==> src/rtl/arbiter_rr_lock.sv <==
// Round-robin packet arbiter: locks a grant for a whole packet, releases on the
// last accepted beat or on watchdog expiry, and re-arbitrates without a bubble.
module arbiter_rr_lock #(
  parameter int NUM_PORTS      = 3,
  parameter int SEL_W          = $clog2(NUM_PORTS),
  parameter int TIMEOUT_CYCLES = 1024
) (
  input  logic                 clk,
  input  logic                 reset,
  input  logic [NUM_PORTS-1:0] req,
  input  logic                 beat_valid,
  input  logic                 beat_ready,
  input  logic                 beat_last,
  output logic                 grant_valid,
  output logic [SEL_W-1:0]     grant_sel,
  output logic [NUM_PORTS-1:0] grant_onehot,
  output logic                 timeout_pulse,
  output logic [SEL_W-1:0]     timeout_port
);

  localparam int              WD_W     = (TIMEOUT_CYCLES > 0) ? $clog2(TIMEOUT_CYCLES + 1) : 1;
  localparam logic [WD_W-1:0] WD_LAST  = WD_W'((TIMEOUT_CYCLES > 0) ? TIMEOUT_CYCLES - 1 : 0);
  localparam logic [WD_W-1:0] WD_SAT   = '1;
  localparam logic [SEL_W-1:0] LAST_RST = SEL_W'(NUM_PORTS - 1);

  typedef enum logic {IDLE, LOCKED} state_t;

  state_t                 state_q, state_nxt;
  logic [SEL_W-1:0]       last_port, last_nxt;
  logic [WD_W-1:0]        wd_cnt, wd_nxt;
  logic                   gv_nxt, tp_nxt;
  logic [SEL_W-1:0]       sel_nxt, tport_nxt;
  logic [NUM_PORTS-1:0]   oh_nxt;

  logic                   accept, any_req, wd_expire, rel;
  logic [SEL_W-1:0]       win;
  logic [NUM_PORTS-1:0]   win_onehot;

  // Ascending search with wrap starting just after the previous winner.
  function automatic logic [SEL_W-1:0] rr_pick(input logic [NUM_PORTS-1:0] r,
                                               input logic [SEL_W-1:0]     last);
    logic [SEL_W-1:0]     w;
    logic                 found;
    logic [NUM_PORTS-1:0] sh;
    int                   idx;
    w     = '0;
    found = 1'b0;
    for (int i = 1; i <= NUM_PORTS; i++) begin
      idx = (int'(last) + i) % NUM_PORTS;
      sh  = r >> idx;
      if (!found && sh[0]) begin
        found = 1'b1;
        w     = SEL_W'(idx);
      end
    end
    return w;
  endfunction

  assign accept     = beat_valid & beat_ready;
  assign any_req    = |req;
  assign win        = rr_pick(req, last_port);
  assign win_onehot = NUM_PORTS'(1) << win;
  assign wd_expire  = (TIMEOUT_CYCLES != 0) && (state_q == LOCKED) && !accept && (wd_cnt == WD_LAST);
  assign rel        = (state_q == LOCKED) && ((accept && beat_last) || wd_expire);

  always_comb begin
    state_nxt = state_q;
    gv_nxt    = grant_valid;
    sel_nxt   = grant_sel;
    oh_nxt    = grant_onehot;
    last_nxt  = last_port;
    wd_nxt    = wd_cnt;
    tp_nxt    = 1'b0;
    tport_nxt = timeout_port;
    case (state_q)
      IDLE: begin
        wd_nxt = '0;
        if (any_req) begin
          state_nxt = LOCKED;
          gv_nxt    = 1'b1;
          sel_nxt   = win;
          oh_nxt    = win_onehot;
          last_nxt  = win;
        end
      end
      LOCKED: begin
        if (rel) begin
          wd_nxt = '0;
          if (wd_expire) begin
            tp_nxt    = 1'b1;
            tport_nxt = grant_sel;
          end
          if (any_req) begin
            sel_nxt  = win;
            oh_nxt   = win_onehot;
            last_nxt = win;
          end else begin
            state_nxt = IDLE;
            gv_nxt    = 1'b0;
            oh_nxt    = '0;
          end
        end else if (accept) begin
          wd_nxt = '0;
        end else if ((TIMEOUT_CYCLES != 0) && (wd_cnt != WD_SAT)) begin
          wd_nxt = wd_cnt + WD_W'(1);
        end
      end
      default: state_nxt = IDLE;
    endcase
  end

  always_ff @(posedge clk or posedge reset) begin
    if (reset) begin
      state_q       <= IDLE;
      grant_valid   <= 1'b0;
      grant_sel     <= '0;
      grant_onehot  <= '0;
      last_port     <= LAST_RST;
      wd_cnt        <= '0;
      timeout_pulse <= 1'b0;
      timeout_port  <= '0;
    end else begin
      state_q       <= state_nxt;
      grant_valid   <= gv_nxt;
      grant_sel     <= sel_nxt;
      grant_onehot  <= oh_nxt;
      last_port     <= last_nxt;
      wd_cnt        <= wd_nxt;
      timeout_pulse <= tp_nxt;
      timeout_port  <= tport_nxt;
    end
  end

endmodule

==> config.mk <==
export PLATFORM = sky130hd
export DESIGN_NAME = arbiter_rr_lock
export DESIGN_NICKNAME = d
export VERILOG_FILES = /design/src/rtl/arbiter_rr_lock.sv
export SDC_FILE = /design/constraint.sdc
export NUM_CORES = 1
export LEC_CHECK = 0
export BUFFER_PORTS_ARGS = -buffer_cell sky130_fd_sc_hd__buf_4
export CAP_MARGIN = 20
export CORE_MARGIN = 8
export CORE_UTILIZATION = 50
export CTS_BUF_LIST = sky130_fd_sc_hd__clkbuf_4
export DETAILED_ROUTE_END_ITERATION = 10
export PLACE_DENSITY = 0.75
export SETUP_SLACK_MARGIN = 0.4
export SLEW_MARGIN = 40
export SYNTH_ARGS = -nofsm -noshare
export SYNTH_HDL_FRONTEND = slang
export SYNTH_SLANG_ARGS = --single-unit
==> constraint.sdc <==
create_clock -name clk -period 2.39 [get_ports clk]
set_clock_uncertainty 0.05 [all_clocks]
set_input_delay 0.239 -clock clk [delete_from_list [all_inputs] [get_ports clk]]
set_output_delay 0.239 -clock clk [all_outputs]
set_load 0.005 [all_outputs]
==> report_table.html <==
<table>
<tr><th>Metric</th><th>Value</th></tr>
<tr><th colspan="2">Status</th></tr>
<tr><td>Result of the run</td><td>complete, but fails checks</td></tr>
<tr><td>Failing checks</td><td>negative setup slack</td></tr>
<tr><th colspan="2">Yosys</th></tr>
<tr><td>Warning count from the yosys run</td><td>0</td></tr>
<tr><td>Dominant cell type by area after synthesis</td><td>dfrtp_1</td></tr>
<tr><td>Fraction of registers with async set/reset</td><td>100.0%</td></tr>
<tr><td>Area share of xor/xnor cells in the synthesized design</td><td>4.265%</td></tr>
<tr><td>Flip-flop cell with the highest count after synthesis</td><td>dfrtp_1</td></tr>
<tr><td>Synthesized area per cell</td><td>9.780 um2</td></tr>
<tr><td>Number of synthesized flops with an enable pin</td><td>0</td></tr>
<tr><td>Area share of fa/ha/maj cells after synthesis</td><td>8.703%</td></tr>
<tr><td>Number of synthesized register bits</td><td>22</td></tr>
<tr><td>Synth Area in Simple Gates</td><td>22.19%</td></tr>
<tr><td>Cell area after synthesis</td><td>1438 um2</td></tr>
<tr><td>Area fraction in compound gates after synthesis</td><td>14.80%</td></tr>
<tr><td>Part of the Yosys area used for sequential elements</td><td>38.38%</td></tr>
<tr><td>Net count after synthesis</td><td>165</td></tr>
<tr><td>Number of distinct standard cells referenced by the synthesized netlist</td><td>48</td></tr>
<tr><td>Number of instances in the synthesized netlist</td><td>147</td></tr>
<tr><td>Multiplexer fraction of the synthesized cell area</td><td>6.353%</td></tr>
<tr><td>Cells taking the most area after synthesis</td><td>dfrtp_1, ha_1, nor2_1</td></tr>
<tr><td>Area share of the largest cell type after synthesis</td><td>36.55%</td></tr>
<tr><td>Dominant combinational cell family by area after synthesis</td><td>simple AND/OR/NAND/NOR gates</td></tr>
<tr><th colspan="2">Clock network</th></tr>
<tr><td>Deepest clock path buffer count</td><td>2</td></tr>
<tr><td>Clock insertion delay at the later pin of the skew report</td><td>0.31 ns</td></tr>
<tr><td>Htree depth</td><td>1</td></tr>
<tr><td>Clock-pin slew on the worst setup and hold paths</td><td>0.12 ns</td></tr>
<tr><td>CTS tree</td><td>built</td></tr>
<tr><td>Number of buffers added by the clock tree synthesis step</td><td>3</td></tr>
<tr><td>Clock root buffer</td><td>clkbuf_4</td></tr>
<tr><td>Clock sink count</td><td>22</td></tr>
<tr><th colspan="2">Route</th></tr>
<tr><td>Per-cell routed wire length</td><td>15.82 um</td></tr>
<tr><td>Number of detailed-routing iterations run before antenna repair</td><td>5</td></tr>
<tr><td>Avg Vias per Cell</td><td>5.881</td></tr>
<tr><td>Initial DRC count</td><td>35</td></tr>
<tr><td>Post-route antenna net violation count</td><td>0</td></tr>
<tr><td>Post-detailed-route DRC marker count</td><td>0</td></tr>
<tr><td>WL final</td><td>3195 um</td></tr>
<tr><td>Overall via count from detail_route</td><td>1188</td></tr>
<tr><th colspan="2">Floorplanning</th></tr>
<tr><td>X dimension of the die</td><td>69.62 um</td></tr>
<tr><td>Number of placement rows</td><td>19</td></tr>
<tr><td>Core footprint</td><td>2734 um2</td></tr>
<tr><td>Number of top-level pins</td><td>17</td></tr>
<tr><td>Starting Density</td><td>52.59%</td></tr>
<tr><td>Die height</td><td>69.62 um</td></tr>
<tr><td>Die area</td><td>4847 um2</td></tr>
<tr><th colspan="2">Job</th></tr>
<tr><td>Max-cap violation count</td><td>0</td></tr>
<tr><th colspan="2">Critical path</th></tr>
<tr><td>Arrival time of data at the critical path endpoint</td><td>2.57 ns</td></tr>
<tr><td>Largest fanout on the critical path</td><td>5</td></tr>
<tr><td>Endpoint kind of the worst setup timing path</td><td>flop</td></tr>
<tr><td>Required time of the critical path</td><td>2.55 ns</td></tr>
<tr><td>Critical Path Source Type</td><td>flop</td></tr>
<tr><td>Class of the most critical setup path</td><td>reg2reg</td></tr>
<tr><th colspan="2">Global route</th></tr>
<tr><td>Largest net degree at the start of global routing</td><td>23</td></tr>
<tr><td>First-pass GRT wire length</td><td>5106 um</td></tr>
<tr><td>Via count of the first global-routing pass</td><td>1193</td></tr>
<tr><td>GRT Util Overall</td><td>12.27%</td></tr>
<tr><td>Total congestion overflow after global routing</td><td>0</td></tr>
<tr><td>Initial antenna violation count</td><td>0</td></tr>
<tr><th colspan="2">Layout</th></tr>
<tr><td>Number of nets at the end of the flow</td><td>190</td></tr>
<tr><td>Layout-stage area growth over the synthesis result</td><td>22.11%</td></tr>
<tr><td>Fraction of final layout cells with drive strength greater than 1</td><td>35.67%</td></tr>
<tr><td>Final antenna diode count</td><td>0</td></tr>
<tr><td>Final-layout fill cell count</td><td>217</td></tr>
<tr><td>Final Util</td><td>64.21%</td></tr>
<tr><th colspan="2">Power and ir drop</th></tr>
<tr><td>Leakage</td><td>0.7922 nW</td></tr>
<tr><td>Peak ir drop on the vdd network</td><td>0.7897 mV</td></tr>
<tr><td>Power density over the cells</td><td>937.2 nW/um2</td></tr>
<tr><th colspan="2">Timing</th></tr>
<tr><td>Tightest Pin Transition</td><td>0.4739 ns</td></tr>
<tr><td>Setup repair after global routing missed its margin</td><td>true</td></tr>
<tr><td>Final critical-path share of the clock period</td><td>100.7%</td></tr>
<tr><td>Max-slew violations</td><td>0</td></tr>
<tr><td>Peak clock frequency supported by timing</td><td>415.5 MHz</td></tr>
<tr><td>Rel. slew slack</td><td>68.23%</td></tr>
<tr><td>Final setup violation count</td><td>1</td></tr>
<tr><td>Clock period minus final worst setup slack</td><td>2.407 ns</td></tr>
<tr><td>Final count of hold timing violations</td><td>0</td></tr>
<tr><td>Worst-case setup margin in the final layout</td><td>-0.01687 ns</td></tr>
<tr><td>Final TNS setup</td><td>-0.01687 ns</td></tr>
<tr><th colspan="2">Worst hold path</th></tr>
<tr><td>Type of the worst min-delay path</td><td>in2reg</td></tr>
<tr><th colspan="2">Placed design</th></tr>
<tr><td>Half-perimeter wire length after placement</td><td>2157 um</td></tr>
<tr><td>Count of port buffers added during placement</td><td>16</td></tr>
<tr><td>Final weighted congestion of routability-driven global placement</td><td>0.7911</td></tr>
</table>
## worst max-delay path, stage by stage (launching register included)
cell and delay (ns):
dfrtp_2 0.49, inv_2 0.15, ha_1 0.17, inv_1 0.05, ha_1 0.18, inv_1 0.06, ha_2 0.16, o211ai_1 0.12
o32ai_4 0.15, o21ai_2 0.12, mux2_4 0.35, mux2_4 0.26
## per-stage QoR
step	hold WS, ns	power [mW]	cells	worst slack [ns]	cell area, um2
6_report	0.2232	1.645	202	-0.01687	1755
5_1_grt	0.2067	1.753	202	-0.1290	1755
4_1_cts	0.05585	1.505	199	0.05230	1678
3_5_place_dp	0.4072	1.254	191	-0.05333	1609
3_3_place_gp	0.3906	1.222	191	0.04701	1609
2_1_floorplan	0.1775	1.085	147	0.04751	1474
## final timing paths
check	startpoint	endpoint	slack, ns	depth (start not counted)
min reg2reg	wd_cnt[10]	wd_cnt[10]	0.47	1
max in group asynchronous	reset	last_port[1]	1.50	3
min	beat_ready	wd_cnt[10]	0.22	3
max reg2reg	last_port[0]	grant_sel[1]	-0.02	11
min in group asynchronous	reset	timeout_port[0]	0.44	3
max	last_port[0]	grant_sel[1]	-0.02	11
## layer usage
metal | up-vias | track usage, % | share of wire, %
met2 | 30 | 22.75 | 52
met5 | - | 0 | 0
met1 | 585 | 12.88 | 43
met4 | 0 | 3.125 | 1.8
li1 | 565 | - | -
met3 | 8 | 4.006 | 3.6
## placed cells by master, fill, tap and decap left out, types with 2 or more instances in the layout
cell	instances
buf_4	25
dfrtp_1	20
nor2_1	17
nand2_1	9
xnor2_1	6
o21ai_0	6
ha_1	6
inv_1	5
nor3_1	5
nand3_1	4
and2_1	3
o31ai_2	3
nor2b_1	3
mux2_4	3
inv_2	3
a21oi_1	3
mux2_2	3
clkbuf_4	3
nor3_4	2
nor4_1	2
nor3b_1	2
mux2i_1	2
o211ai_1	2
ha_2	2
ha_4	2
## cell families (layout without fill, tap and decap cells)
kind of cell / after synthesis / after routing
AO/OA/AOI/OAI: 29 / 29
AND/OR/NAND/NOR: 57 / 57
adder cells (fa/ha/maj): 10 / 10
buffers and inverters: 14 / 38
flip-flops: 22 / 22
multiplexers: 8 / 8
XOR/XNOR: 7 / 7
## power by group
| group | internal, mW | switching, mW | total, mW |
|---|---|---|---|
| Sequential | 0.443 | 0.0771 | 0.520 |
| Combinational | 0.474 | 0.474 | 0.948 |
| Clock | 0.0611 | 0.116 | 0.177 |
## flip-flops by register name (all words and copies together) (netlist names)
name	cells
grant_onehot	3
grant_sel	1
grant_valid	1
last_port	2
state_q	1
timeout_port	2
timeout_pulse	1
wd_cnt	11
## repair_timing
action                                 CTS  global route
endpoints found under the hold margin    0            21
setup buffers                            4             2
setup endpoints to repair                6            16
resized for setup                        5            11
hold buffers                             0             1
pin swaps                                0             2
## final cells by class
class / count / area, um2 / share of cell area, %
repair buffers: 26 / 197.7 / 11.26
inverters: 8 / 30.03 / 1.711
clock inverters: 1 / 3.754 / 0.2138
flip-flops and latches: 22 / 553.0 / 31.50
well taps: 31 / 38.79 / 2.210
multi-input cells: 111 / 909.6 / 51.82
clock buffers: 3 / 22.52 / 1.283
## synthesized netlist by cell type, types with 2 or more instances
cell / count
buf_4: 2
inv_1: 8
nor4_1: 2
and2_1: 4
nor2_1: 17
mux2_2: 5
buf_6: 2
nor3_1: 6
nand2_1: 9
o211ai_1: 2
nor2b_1: 3
ha_1: 10
o31ai_1: 3
dfrtp_1: 21
o21ai_0: 6
mux2i_1: 2
nand2b_1: 2
nor3b_1: 2
xnor2_1: 6
a21oi_1: 4
nand3_1: 4
(Power assumes the default switching activity.)
